[src/rtl/i2c_bit_timer_if.sv]
// -----------------------------------------------------------------------------
// i2c_bit_timer_if
//
// Purpose:
//   Groups the framing-timer signals between the SCL/SDA edge detectors, the
//   bit timer and the slave controller FSM. Signal names carry the direction
//   as seen from the bit timer (i_ = into the timer, o_ = out of the timer).
//
// Signals:
//   i_scl_rise       one-cycle pulse, synchronized SCL rising edge
//   i_scl_fall       one-cycle pulse, synchronized SCL falling edge
//   i_start_found    one-cycle pulse, START or repeated START detected
//   i_stop_found     one-cycle pulse, STOP detected
//   o_byte_received  pulse, last data bit of the byte sampled
//   o_ack_prep       pulse, SCL fell after last data bit (drive ACK now)
//   o_ack_check      pulse, SCL rose in ACK slot (SDA holds ACK/NACK)
//   o_ack_done       pulse, SCL fell ending the ACK slot
//   o_bit_count      data bits sampled in the current byte
//   o_framing_active high from START until STOP
//   o_timeout        pulse, bus stalled too long (only with
//                    I2C_BIT_TIMER_TIMEOUT_EN defined)
//
// Modports:
//   slave  - the bit timer itself
//   master - the surrounding logic that feeds edges and consumes strobes
//
// Optional feature macro: I2C_BIT_TIMER_TIMEOUT_EN
// -----------------------------------------------------------------------------
interface i2c_bit_timer_if;
   logic       i_scl_rise;
   logic       i_scl_fall;
   logic       i_start_found;
   logic       i_stop_found;
   logic       o_byte_received;
   logic       o_ack_prep;
   logic       o_ack_check;
   logic       o_ack_done;
   logic [3:0] o_bit_count;
   logic       o_framing_active;
`ifdef I2C_BIT_TIMER_TIMEOUT_EN
   logic       o_timeout;

   modport slave (
      input  i_scl_rise, i_scl_fall, i_start_found, i_stop_found,
      output o_byte_received, o_ack_prep, o_ack_check, o_ack_done,
      output o_bit_count, o_framing_active, o_timeout
   );

   modport master (
      output i_scl_rise, i_scl_fall, i_start_found, i_stop_found,
      input  o_byte_received, o_ack_prep, o_ack_check, o_ack_done,
      input  o_bit_count, o_framing_active, o_timeout
   );
`else
   modport slave (
      input  i_scl_rise, i_scl_fall, i_start_found, i_stop_found,
      output o_byte_received, o_ack_prep, o_ack_check, o_ack_done,
      output o_bit_count, o_framing_active
   );

   modport master (
      output i_scl_rise, i_scl_fall, i_start_found, i_stop_found,
      input  o_byte_received, o_ack_prep, o_ack_check, o_ack_done,
      input  o_bit_count, o_framing_active
   );
`endif
endinterface : i2c_bit_timer_if

[src/rtl/i2c_bit_timer.sv]
// -----------------------------------------------------------------------------
// i2c_bit_timer
//
// Purpose:
//   Slave-side bit/byte framing timer. Counts SCL rising edges after a START
//   and emits single-cycle framing strobes (byte_received, ack_prep,
//   ack_check, ack_done) that the slave controller uses to sequence address
//   check, data shifting and the ACK/NACK slot. Repeated START restarts the
//   byte; STOP returns to idle.
//
// Parameters:
//   BITS_PER_BYTE   data SCL rising edges per byte before the ACK slot (1..15)
//   TIMEOUT_CYCLES  clock cycles without bus activity before the timer gives
//                   up (only with I2C_BIT_TIMER_TIMEOUT_EN defined)
//
// Ports:
//   clk     system clock
//   n_rst   asynchronous active-low reset
//   io_bus  i2c_bit_timer_if.slave, edge pulses in, framing strobes out
//
// Optional feature macro: I2C_BIT_TIMER_TIMEOUT_EN
//   Adds a 16-bit inactivity counter and the o_timeout strobe. Without it the
//   FSM waits indefinitely for the next SCL edge.
//
// All outputs are registered: a strobe caused by an input pulse sampled at
// clock edge N is high for exactly the cycle following edge N.
// -----------------------------------------------------------------------------
module i2c_bit_timer #(
   parameter int BITS_PER_BYTE = 8
`ifdef I2C_BIT_TIMER_TIMEOUT_EN
   ,parameter int TIMEOUT_CYCLES = 1000
`endif
) (
   input  logic           clk,
   input  logic           n_rst,
   i2c_bit_timer_if.slave io_bus
);

   typedef enum logic [2:0] {
      ST_IDLE      = 3'd0,
      ST_DATA      = 3'd1,
      ST_WAIT_FALL = 3'd2,
      ST_ACK_LOW   = 3'd3,
      ST_ACK_HIGH  = 3'd4
   } state_t;

   localparam logic [3:0] LP_LAST_BIT = 4'(BITS_PER_BYTE);

   state_t     r_state;
   state_t     w_state_nxt;
   logic [3:0] r_bit_count;
   logic [3:0] w_bit_count_nxt;
   logic       r_framing_active;
   logic       w_framing_active_nxt;
   logic       r_byte_received;
   logic       w_byte_received_nxt;
   logic       r_ack_prep;
   logic       w_ack_prep_nxt;
   logic       r_ack_check;
   logic       w_ack_check_nxt;
   logic       r_ack_done;
   logic       w_ack_done_nxt;

   logic       w_rise;
   logic       w_fall;
   logic       w_start;
   logic       w_stop;
   logic [3:0] w_count_inc;

   // A simultaneous rise and fall is illegal; the rise wins and the fall is
   // dropped, so every consumer of a falling edge uses the masked version.
   assign w_rise      = io_bus.i_scl_rise;
   assign w_fall      = io_bus.i_scl_fall & ~io_bus.i_scl_rise;
   assign w_start     = io_bus.i_start_found;
   assign w_stop      = io_bus.i_stop_found;
   assign w_count_inc = r_bit_count + 4'd1;

`ifdef I2C_BIT_TIMER_TIMEOUT_EN
   logic [15:0] r_to_cnt;
   logic [15:0] w_to_cnt_nxt;
   logic        r_timeout;
   logic        w_timeout_nxt;
   logic        w_to_event;
   logic [16:0] w_to_next;
   logic        w_to_hit;

   // Any bus event proves the master is alive, including a raw scl_fall that
   // the FSM itself would drop.
   assign w_to_event = io_bus.i_scl_rise | io_bus.i_scl_fall | w_start | w_stop;
   assign w_to_next  = {1'b0, r_to_cnt} + 17'd1;
   assign w_to_hit   = (r_state != ST_IDLE) && !w_to_event &&
                       (w_to_next == 17'(TIMEOUT_CYCLES));

   always_comb begin
      if (w_to_event || (r_state == ST_IDLE) || w_to_hit) begin
         w_to_cnt_nxt = '0;
      end else begin
         w_to_cnt_nxt = w_to_next[15:0];
      end
   end
`endif

   // Next-state and next-output logic.
   always_comb begin
      // NOTE: every signal gets a default before any branch so no path leaves
      // it unassigned; otherwise synthesis infers a latch.
      w_state_nxt          = r_state;
      w_bit_count_nxt      = r_bit_count;
      w_framing_active_nxt = r_framing_active;
      w_byte_received_nxt  = 1'b0;
      w_ack_prep_nxt       = 1'b0;
      w_ack_check_nxt      = 1'b0;
      w_ack_done_nxt       = 1'b0;
`ifdef I2C_BIT_TIMER_TIMEOUT_EN
      w_timeout_nxt        = 1'b0;
`endif

      // STOP outranks START, which outranks SCL edges; neither emits a strobe.
      if (w_stop) begin
         w_state_nxt          = ST_IDLE;
         w_bit_count_nxt      = '0;
         w_framing_active_nxt = 1'b0;
      end else if (w_start) begin
         w_state_nxt          = ST_DATA;
         w_bit_count_nxt      = '0;
         w_framing_active_nxt = 1'b1;
      end
`ifdef I2C_BIT_TIMER_TIMEOUT_EN
      else if (w_to_hit) begin
         w_state_nxt          = ST_IDLE;
         w_bit_count_nxt      = '0;
         w_framing_active_nxt = 1'b0;
         w_timeout_nxt        = 1'b1;
      end
`endif
      else begin
         unique case (r_state)
            ST_IDLE: begin
               // SCL edges outside a framed transfer are ignored.
            end
            ST_DATA: begin
               if (w_rise) begin
                  w_bit_count_nxt = w_count_inc;
                  if (w_count_inc == LP_LAST_BIT) begin
                     w_byte_received_nxt = 1'b1;
                     w_state_nxt         = ST_WAIT_FALL;
                  end
               end
            end
            ST_WAIT_FALL: begin
               if (w_fall) begin
                  w_ack_prep_nxt = 1'b1;
                  w_state_nxt    = ST_ACK_LOW;
               end
            end
            ST_ACK_LOW: begin
               if (w_rise) begin
                  w_ack_check_nxt = 1'b1;
                  w_state_nxt     = ST_ACK_HIGH;
               end
            end
            ST_ACK_HIGH: begin
               if (w_fall) begin
                  w_ack_done_nxt  = 1'b1;
                  w_bit_count_nxt = '0;
                  w_state_nxt     = ST_DATA;
               end
            end
            default: begin
               w_state_nxt          = ST_IDLE;
               w_bit_count_nxt      = '0;
               w_framing_active_nxt = 1'b0;
            end
         endcase
      end
   end

   // State and output registers.
   always_ff @(posedge clk or negedge n_rst) begin
      if (!n_rst) begin
         r_state          <= ST_IDLE;
         r_bit_count      <= '0;
         r_framing_active <= 1'b0;
         r_byte_received  <= 1'b0;
         r_ack_prep       <= 1'b0;
         r_ack_check      <= 1'b0;
         r_ack_done       <= 1'b0;
`ifdef I2C_BIT_TIMER_TIMEOUT_EN
         r_to_cnt         <= '0;
         r_timeout        <= 1'b0;
`endif
      end else begin
         // NOTE: non-blocking assignments so every register samples values
         // from before this edge, independent of statement order.
         r_state          <= w_state_nxt;
         r_bit_count      <= w_bit_count_nxt;
         r_framing_active <= w_framing_active_nxt;
         r_byte_received  <= w_byte_received_nxt;
         r_ack_prep       <= w_ack_prep_nxt;
         r_ack_check      <= w_ack_check_nxt;
         r_ack_done       <= w_ack_done_nxt;
`ifdef I2C_BIT_TIMER_TIMEOUT_EN
         r_to_cnt         <= w_to_cnt_nxt;
         r_timeout        <= w_timeout_nxt;
`endif
      end
   end

   assign io_bus.o_byte_received  = r_byte_received;
   assign io_bus.o_ack_prep       = r_ack_prep;
   assign io_bus.o_ack_check      = r_ack_check;
   assign io_bus.o_ack_done       = r_ack_done;
   assign io_bus.o_bit_count      = r_bit_count;
   assign io_bus.o_framing_active = r_framing_active;
`ifdef I2C_BIT_TIMER_TIMEOUT_EN
   assign io_bus.o_timeout        = r_timeout;
`endif

   // Structural invariants: the strobes are mutually exclusive and the bit
   // counter never runs past the byte length.
   a_strobe_onehot : assert property (@(posedge clk) disable iff (!n_rst)
      $onehot0({r_byte_received, r_ack_prep, r_ack_check, r_ack_done}));

   a_count_bound : assert property (@(posedge clk) disable iff (!n_rst)
      r_bit_count <= LP_LAST_BIT);

endmodule : i2c_bit_timer

[src/flat_wrapper.sv]
// flat-port wrapper written by rule: the top's interface ports become plain ports
module i2c_bit_timer_flat 
#(
   parameter int BITS_PER_BYTE = 8

)
  (clk, n_rst, io_bus_i_scl_rise, io_bus_i_scl_fall, io_bus_i_start_found, io_bus_i_stop_found, io_bus_o_byte_received, io_bus_o_ack_prep, io_bus_o_ack_check, io_bus_o_ack_done, io_bus_o_bit_count, io_bus_o_framing_active);
  i2c_bit_timer_if io_bus_i ();
  input  logic clk;
  input  logic n_rst;
  input wire logic [$bits(io_bus_i.i_scl_rise)-1:0] io_bus_i_scl_rise;
  input wire logic [$bits(io_bus_i.i_scl_fall)-1:0] io_bus_i_scl_fall;
  input wire logic [$bits(io_bus_i.i_start_found)-1:0] io_bus_i_start_found;
  input wire logic [$bits(io_bus_i.i_stop_found)-1:0] io_bus_i_stop_found;
  output wire logic [$bits(io_bus_i.o_byte_received)-1:0] io_bus_o_byte_received;
  output wire logic [$bits(io_bus_i.o_ack_prep)-1:0] io_bus_o_ack_prep;
  output wire logic [$bits(io_bus_i.o_ack_check)-1:0] io_bus_o_ack_check;
  output wire logic [$bits(io_bus_i.o_ack_done)-1:0] io_bus_o_ack_done;
  output wire logic [$bits(io_bus_i.o_bit_count)-1:0] io_bus_o_bit_count;
  output wire logic [$bits(io_bus_i.o_framing_active)-1:0] io_bus_o_framing_active;
  assign io_bus_i.i_scl_rise = io_bus_i_scl_rise;
  assign io_bus_i.i_scl_fall = io_bus_i_scl_fall;
  assign io_bus_i.i_start_found = io_bus_i_start_found;
  assign io_bus_i.i_stop_found = io_bus_i_stop_found;
  assign io_bus_o_byte_received = io_bus_i.o_byte_received;
  assign io_bus_o_ack_prep = io_bus_i.o_ack_prep;
  assign io_bus_o_ack_check = io_bus_i.o_ack_check;
  assign io_bus_o_ack_done = io_bus_i.o_ack_done;
  assign io_bus_o_bit_count = io_bus_i.o_bit_count;
  assign io_bus_o_framing_active = io_bus_i.o_framing_active;
  i2c_bit_timer #(.BITS_PER_BYTE(BITS_PER_BYTE)) u_core (.clk(clk), .n_rst(n_rst), .io_bus(io_bus_i));
endmodule
[config.mk]
export PLATFORM = sky130hd
export DESIGN_NAME = i2c_bit_timer_flat
export DESIGN_NICKNAME = d
export VERILOG_FILES = /design/src/rtl/i2c_bit_timer_if.sv /design/src/rtl/i2c_bit_timer.sv /design/src/flat_wrapper.sv
export SDC_FILE = /design/constraint.sdc
export NUM_CORES = 1
export LEC_CHECK = 0
export ABC_AREA = 1
export CORE_ASPECT_RATIO = 0.9
export CORE_MARGIN = 5
export CORE_UTILIZATION = 46
export CTS_BUF_LIST = sky130_fd_sc_hd__clkbuf_4 sky130_fd_sc_hd__clkbuf_8
export DETAILED_ROUTE_END_ITERATION = 8
export GPL_TIMING_DRIVEN = 0
export PLACE_DENSITY = 0.85
export SLEW_MARGIN = 25
export SYNTH_ARGS = -nofsm -noshare
export SYNTH_HDL_FRONTEND = slang
export SYNTH_SLANG_ARGS = --single-unit
export TNS_END_PERCENT = 100
[constraint.sdc]
create_clock -name clk -period 1.05 [get_ports clk]
set_input_delay 0.105 -clock clk [delete_from_list [all_inputs] [get_ports clk]]
set_output_delay 0.105 -clock clk [all_outputs]
set_load 0.01 [all_outputs]
==> impl_metrics.json, run 1 <==
{
  "clock_latency_ns": 0.27,
  "synth_area_leaders": "dfrtp_1, nand2_1, nand3_1",
  "start_util_pct": 47.6,
  "outcome": "finished with violations",
  "yosysWarnings": 0,
  "start_kind": "flop",
  "synth-xor-area-share_pct": 0,
  "dieArea_um2": 2350,
  "antenna_found_initial": 0,
  "grt_pass1_wl_um": 2980,
  "io_pins": 15,
  "htreeDepth": 1,
  "rr_worst_depth": 7,
  "grt_use_total_pct": 16.9,
  "synth_edf_count": 0,
  "fin_ws_ns": -0.196,
  "timing.rr.start": "u_core.r_state[0]$_DFFE_PN0P_",
  "cts_inserted_buffers": 3,
  "synth_top_family_by_area": "simple AND/OR/NAND/NOR gates",
  "wl_um": 1750,
  "dpl.hpwl_um": 1210,
  "diodes": 0,
  "required_ns": 1.22,
  "clock.fmax_ghz": 0.803,
  "crit_arrival_ns": 1.41,
  "finalInstanceArea_um2": 957,
  "postCtsHoldBufs": 0,
  "grt_max_degree": 13,
  "p_switching_w": 0.000283,
  "dpl_cell_area_um2": 852,
  "power_w": 0.000963,
  "critPathMaxStageDelay_ns": 0.43,
  "crit_path_end_kind": "flop",
  "yosys-top-cells-count": "nand2_1, dfrtp_1, nor2_1",
  "endpoint": "u_core.r_state[1]$_DFFE_PN0P_",
  "worstPathCellList": "inv_2, nor2_4, nand4_1, nand2_2, nor2_1, nand3_1, nand2_1",
  "areaGrowthSynthToFinish_pct": 40.6,
  "synth_nets": 95,
  "seq_area_frac_synth_pct": 44.1,
  "power_frac_clock_pct": 29.4,
  "rr_endpoint": "u_core.r_state[1]$_DFFE_PN0P_",
  "cts_num_sinks": 12,
  "rrSetupSlack_ns": -0.20,
  "maxCapViolCount": 0,
  "path_class": "flop to flop",
  "p_seq_share_pct": 51.7,
  "yosysMostFrequentCell": "nand2_1",
  "cts_tree": "done",
  "postRouteAntennaNets": 0,
  "row_count": 13,
  "power.leakage_nw": 0.454,
  "p_per_area_nw_per_um2": 1010,
  "intPower_w": 0.000680,
  "clk_pin_slew_ns": 0.07,
  "finalCriticalPeriod_ns": 1.25,
  "post-route-period-util_pct": 119,
  "overflow": 0,
  "synthMuxAreaShare_pct": 0,
  "cts_buffer_depth": 2,
  "syn_area_per_cell_um2": 7.73,
  "routedWlPerCell_um": 13.8,
  "path_max_fanout": 4,
  "slowest_stage": "dfrtp_1",
  "nets": 121,
  "power_frac_comb_pct": 18.9,
  "vias": 715,
  "syn_area_um2": 681,
  "drtPass1Iterations": 4,
  "synth.distinct_cells": 18,
  "hold_path.class": "input port to async pin",
  "synthesis.instances": 88,
  "gp_congestion": 0.881,
  "yosys.area.top_type": "dfrtp_1",
  "yosysTopAreaCellShare_pct": 44.1,
  "worstMarginPinSlew_ns": 0.541,
  "holdWs_ns": 0.182,
  "slew_headroom_pct": 63.8,
  "clock_skew_ns": 0.00116,
  "peakVddDrop_mv": 0.863,
  "io_buffer_count": 14,
  "drt_iter0_markers": 25,
  "ys_ff_latch": 12,
  "rsz0062_at_grt": "true",
  "die_w_um": 50.5,
  "violations": "setup timing",
  "ys.flop_type": "dfrtp_1",
  "synth-compound-area-share_pct": 7.72,
  "async_flop_share_pct": 100,
  "hold_viol": 0,
  "via_per_inst": 5.63,
  "die-height_um": 46.5,
  "grt_pass1_vias": 689,
  "clockRootBuffer": "clkbuf_4",
  "drc": 0,
  "synth_fa_ha_area_share_pct": 1.84,
  "critPathLaunch": "u_core.r_state[0]$_DFFE_PN0P_",
  "drv_slew": 0,
  "core_area_um2": 1430,
  "setup_viol_count_final": 7,
  "synth-simple-area-share_pct": 39.2,
  "drive_gt1_share_pct": 34.8,
  "swShare_pct": 29.4
}
-- area by class of cell --
cell class	instances	area [um^2]
Tap cell	15	18.8
Multi-Input combinational cell	63	375
Fill cell	132	474
Inverter	13	51.3
Timing Repair Buffer	21	185
Sequential cell	12	304
Clock buffer	3	22.5
-- worst max-delay path: cells and delay by family, from the launching register on --
kind | cells | cell delay, ns
buf+inv | 1 | 0.08
simple gates | 6 | 0.63
flops | 1 | 0.43
-- logic make-up (layout without fill, tap and decap cells) --
kind of cell	after synthesis	count (layout)
AND/OR/NAND/NOR	53	53
buffers and inverters	13	37
flip-flops	12	12
AO/OA/AOI/OAI	9	9
adder cells (fa/ha/maj)	1	1
-- worst min-delay path by stage --
stage	startpoint	to	slack [ns]
after CTS	n_rst	u_core.io_bus.o_byte_received$_DFF_PN0_	0.20
after global placement	n_rst	u_core.io_bus.o_bit_count[1]$_DFFE_PN0P_	0.49
after global routing	n_rst	u_core.io_bus.o_ack_done$_DFF_PN0_	0.23
after floorplan	n_rst	u_core.io_bus.o_ack_check$_DFF_PN0_	-0.19
final	n_rst	u_core.io_bus.o_bit_count[3]$_DFFE_PN0P_	0.18
after detailed placement	n_rst	u_core.io_bus.o_byte_received$_DFF_PN0_	0.50
-- per-layer routing --
metal,track usage [%],routed length [um],vias up
li1,-,-,336
met1,17.6,718,342
met2,32.9,892,32
met3,2.59,103,5
met4,8.16,37,0
met5,0,0,-
-- power by group through the flow --
stage	Sequential [W]	Clock (W)	Combinational, W
after detailed placement	0.000506	0	0.000162
after floorplan	0.000505	0	0.0000979
after global routing	0.000499	0.000322	0.000201
after global placement	0.000505	0	0.000155
final	0.000498	0.000283	0.000182
after CTS	0.000496	0.000286	0.000172
-- what timing repair did --
action | CTS | global route
endpoints found under the setup margin | 16 | 18
pin swaps | 4 | 1
gates resized for setup | 22 | 16
buffers inserted | 7 | 0
-- placed cells by master, fill, tap and decap left out --
master	netlist	final
dfrtp_2	0	3
ha_2	0	1
buf_6	0	2
nor2_1	12	8
clkbuf_4	0	3
o211ai_2	1	1
clkdlybuf4s15_1	0	6
nand2_2	1	3
nor2_2	1	4
nand2_4	1	1
nand3_1	11	10
nand3_2	2	2
inv_1	10	7
nor2_4	2	3
nand4_1	2	2
clkbuf_2	0	1
nand2_1	20	18
o21ai_1	4	5
buf_4	0	5
a21oi_1	1	1
nand4_4	0	1
inv_4	0	1
nand3_4	0	1
dfrtp_1	12	9
clkdlybuf4s50_1	0	5
buf_2	0	2
o21ai_0	3	2
inv_2	3	5
-- through the flow --
step           util, %  setup WS [ns]  setup TNS (ns)  std cells
6_report          66.9         -0.196           -1.11        127
5_1_grt           66.9         -0.244           -1.55        127
4_1_cts           66.2         -0.152          -0.880        127
3_5_place_dp      59.5         -0.417           -2.77        117
3_3_place_gp      59.5         -0.374           -2.48        117
2_1_floorplan        -         -0.143          -0.285         88
-- sequential cells by signal, indices dropped and copies added (netlist names) --
register and cells:
u_core.io_bus.o_bit_count 4, u_core.r_state 3, u_core.io_bus.o_ack_check 1, u_core.io_bus.o_ack_done 1, u_core.io_bus.o_ack_prep 1, u_core.io_bus.o_byte_received 1, u_core.io_bus.o_framing_active 1
(Power assumes the default switching activity.)
==> run 2: changes to the inputs <==
CTS_CLUSTER_DIAMETER = 150   (was not set)
==> results of run 2 <==
Final layout, timing and power as in run 1 (identical DEF).
==> run 3: changes to the inputs <==
SLEW_MARGIN = 0   (was 25)
==> results of run 3 <==
Final layout, timing and power as in run 1 (identical DEF).
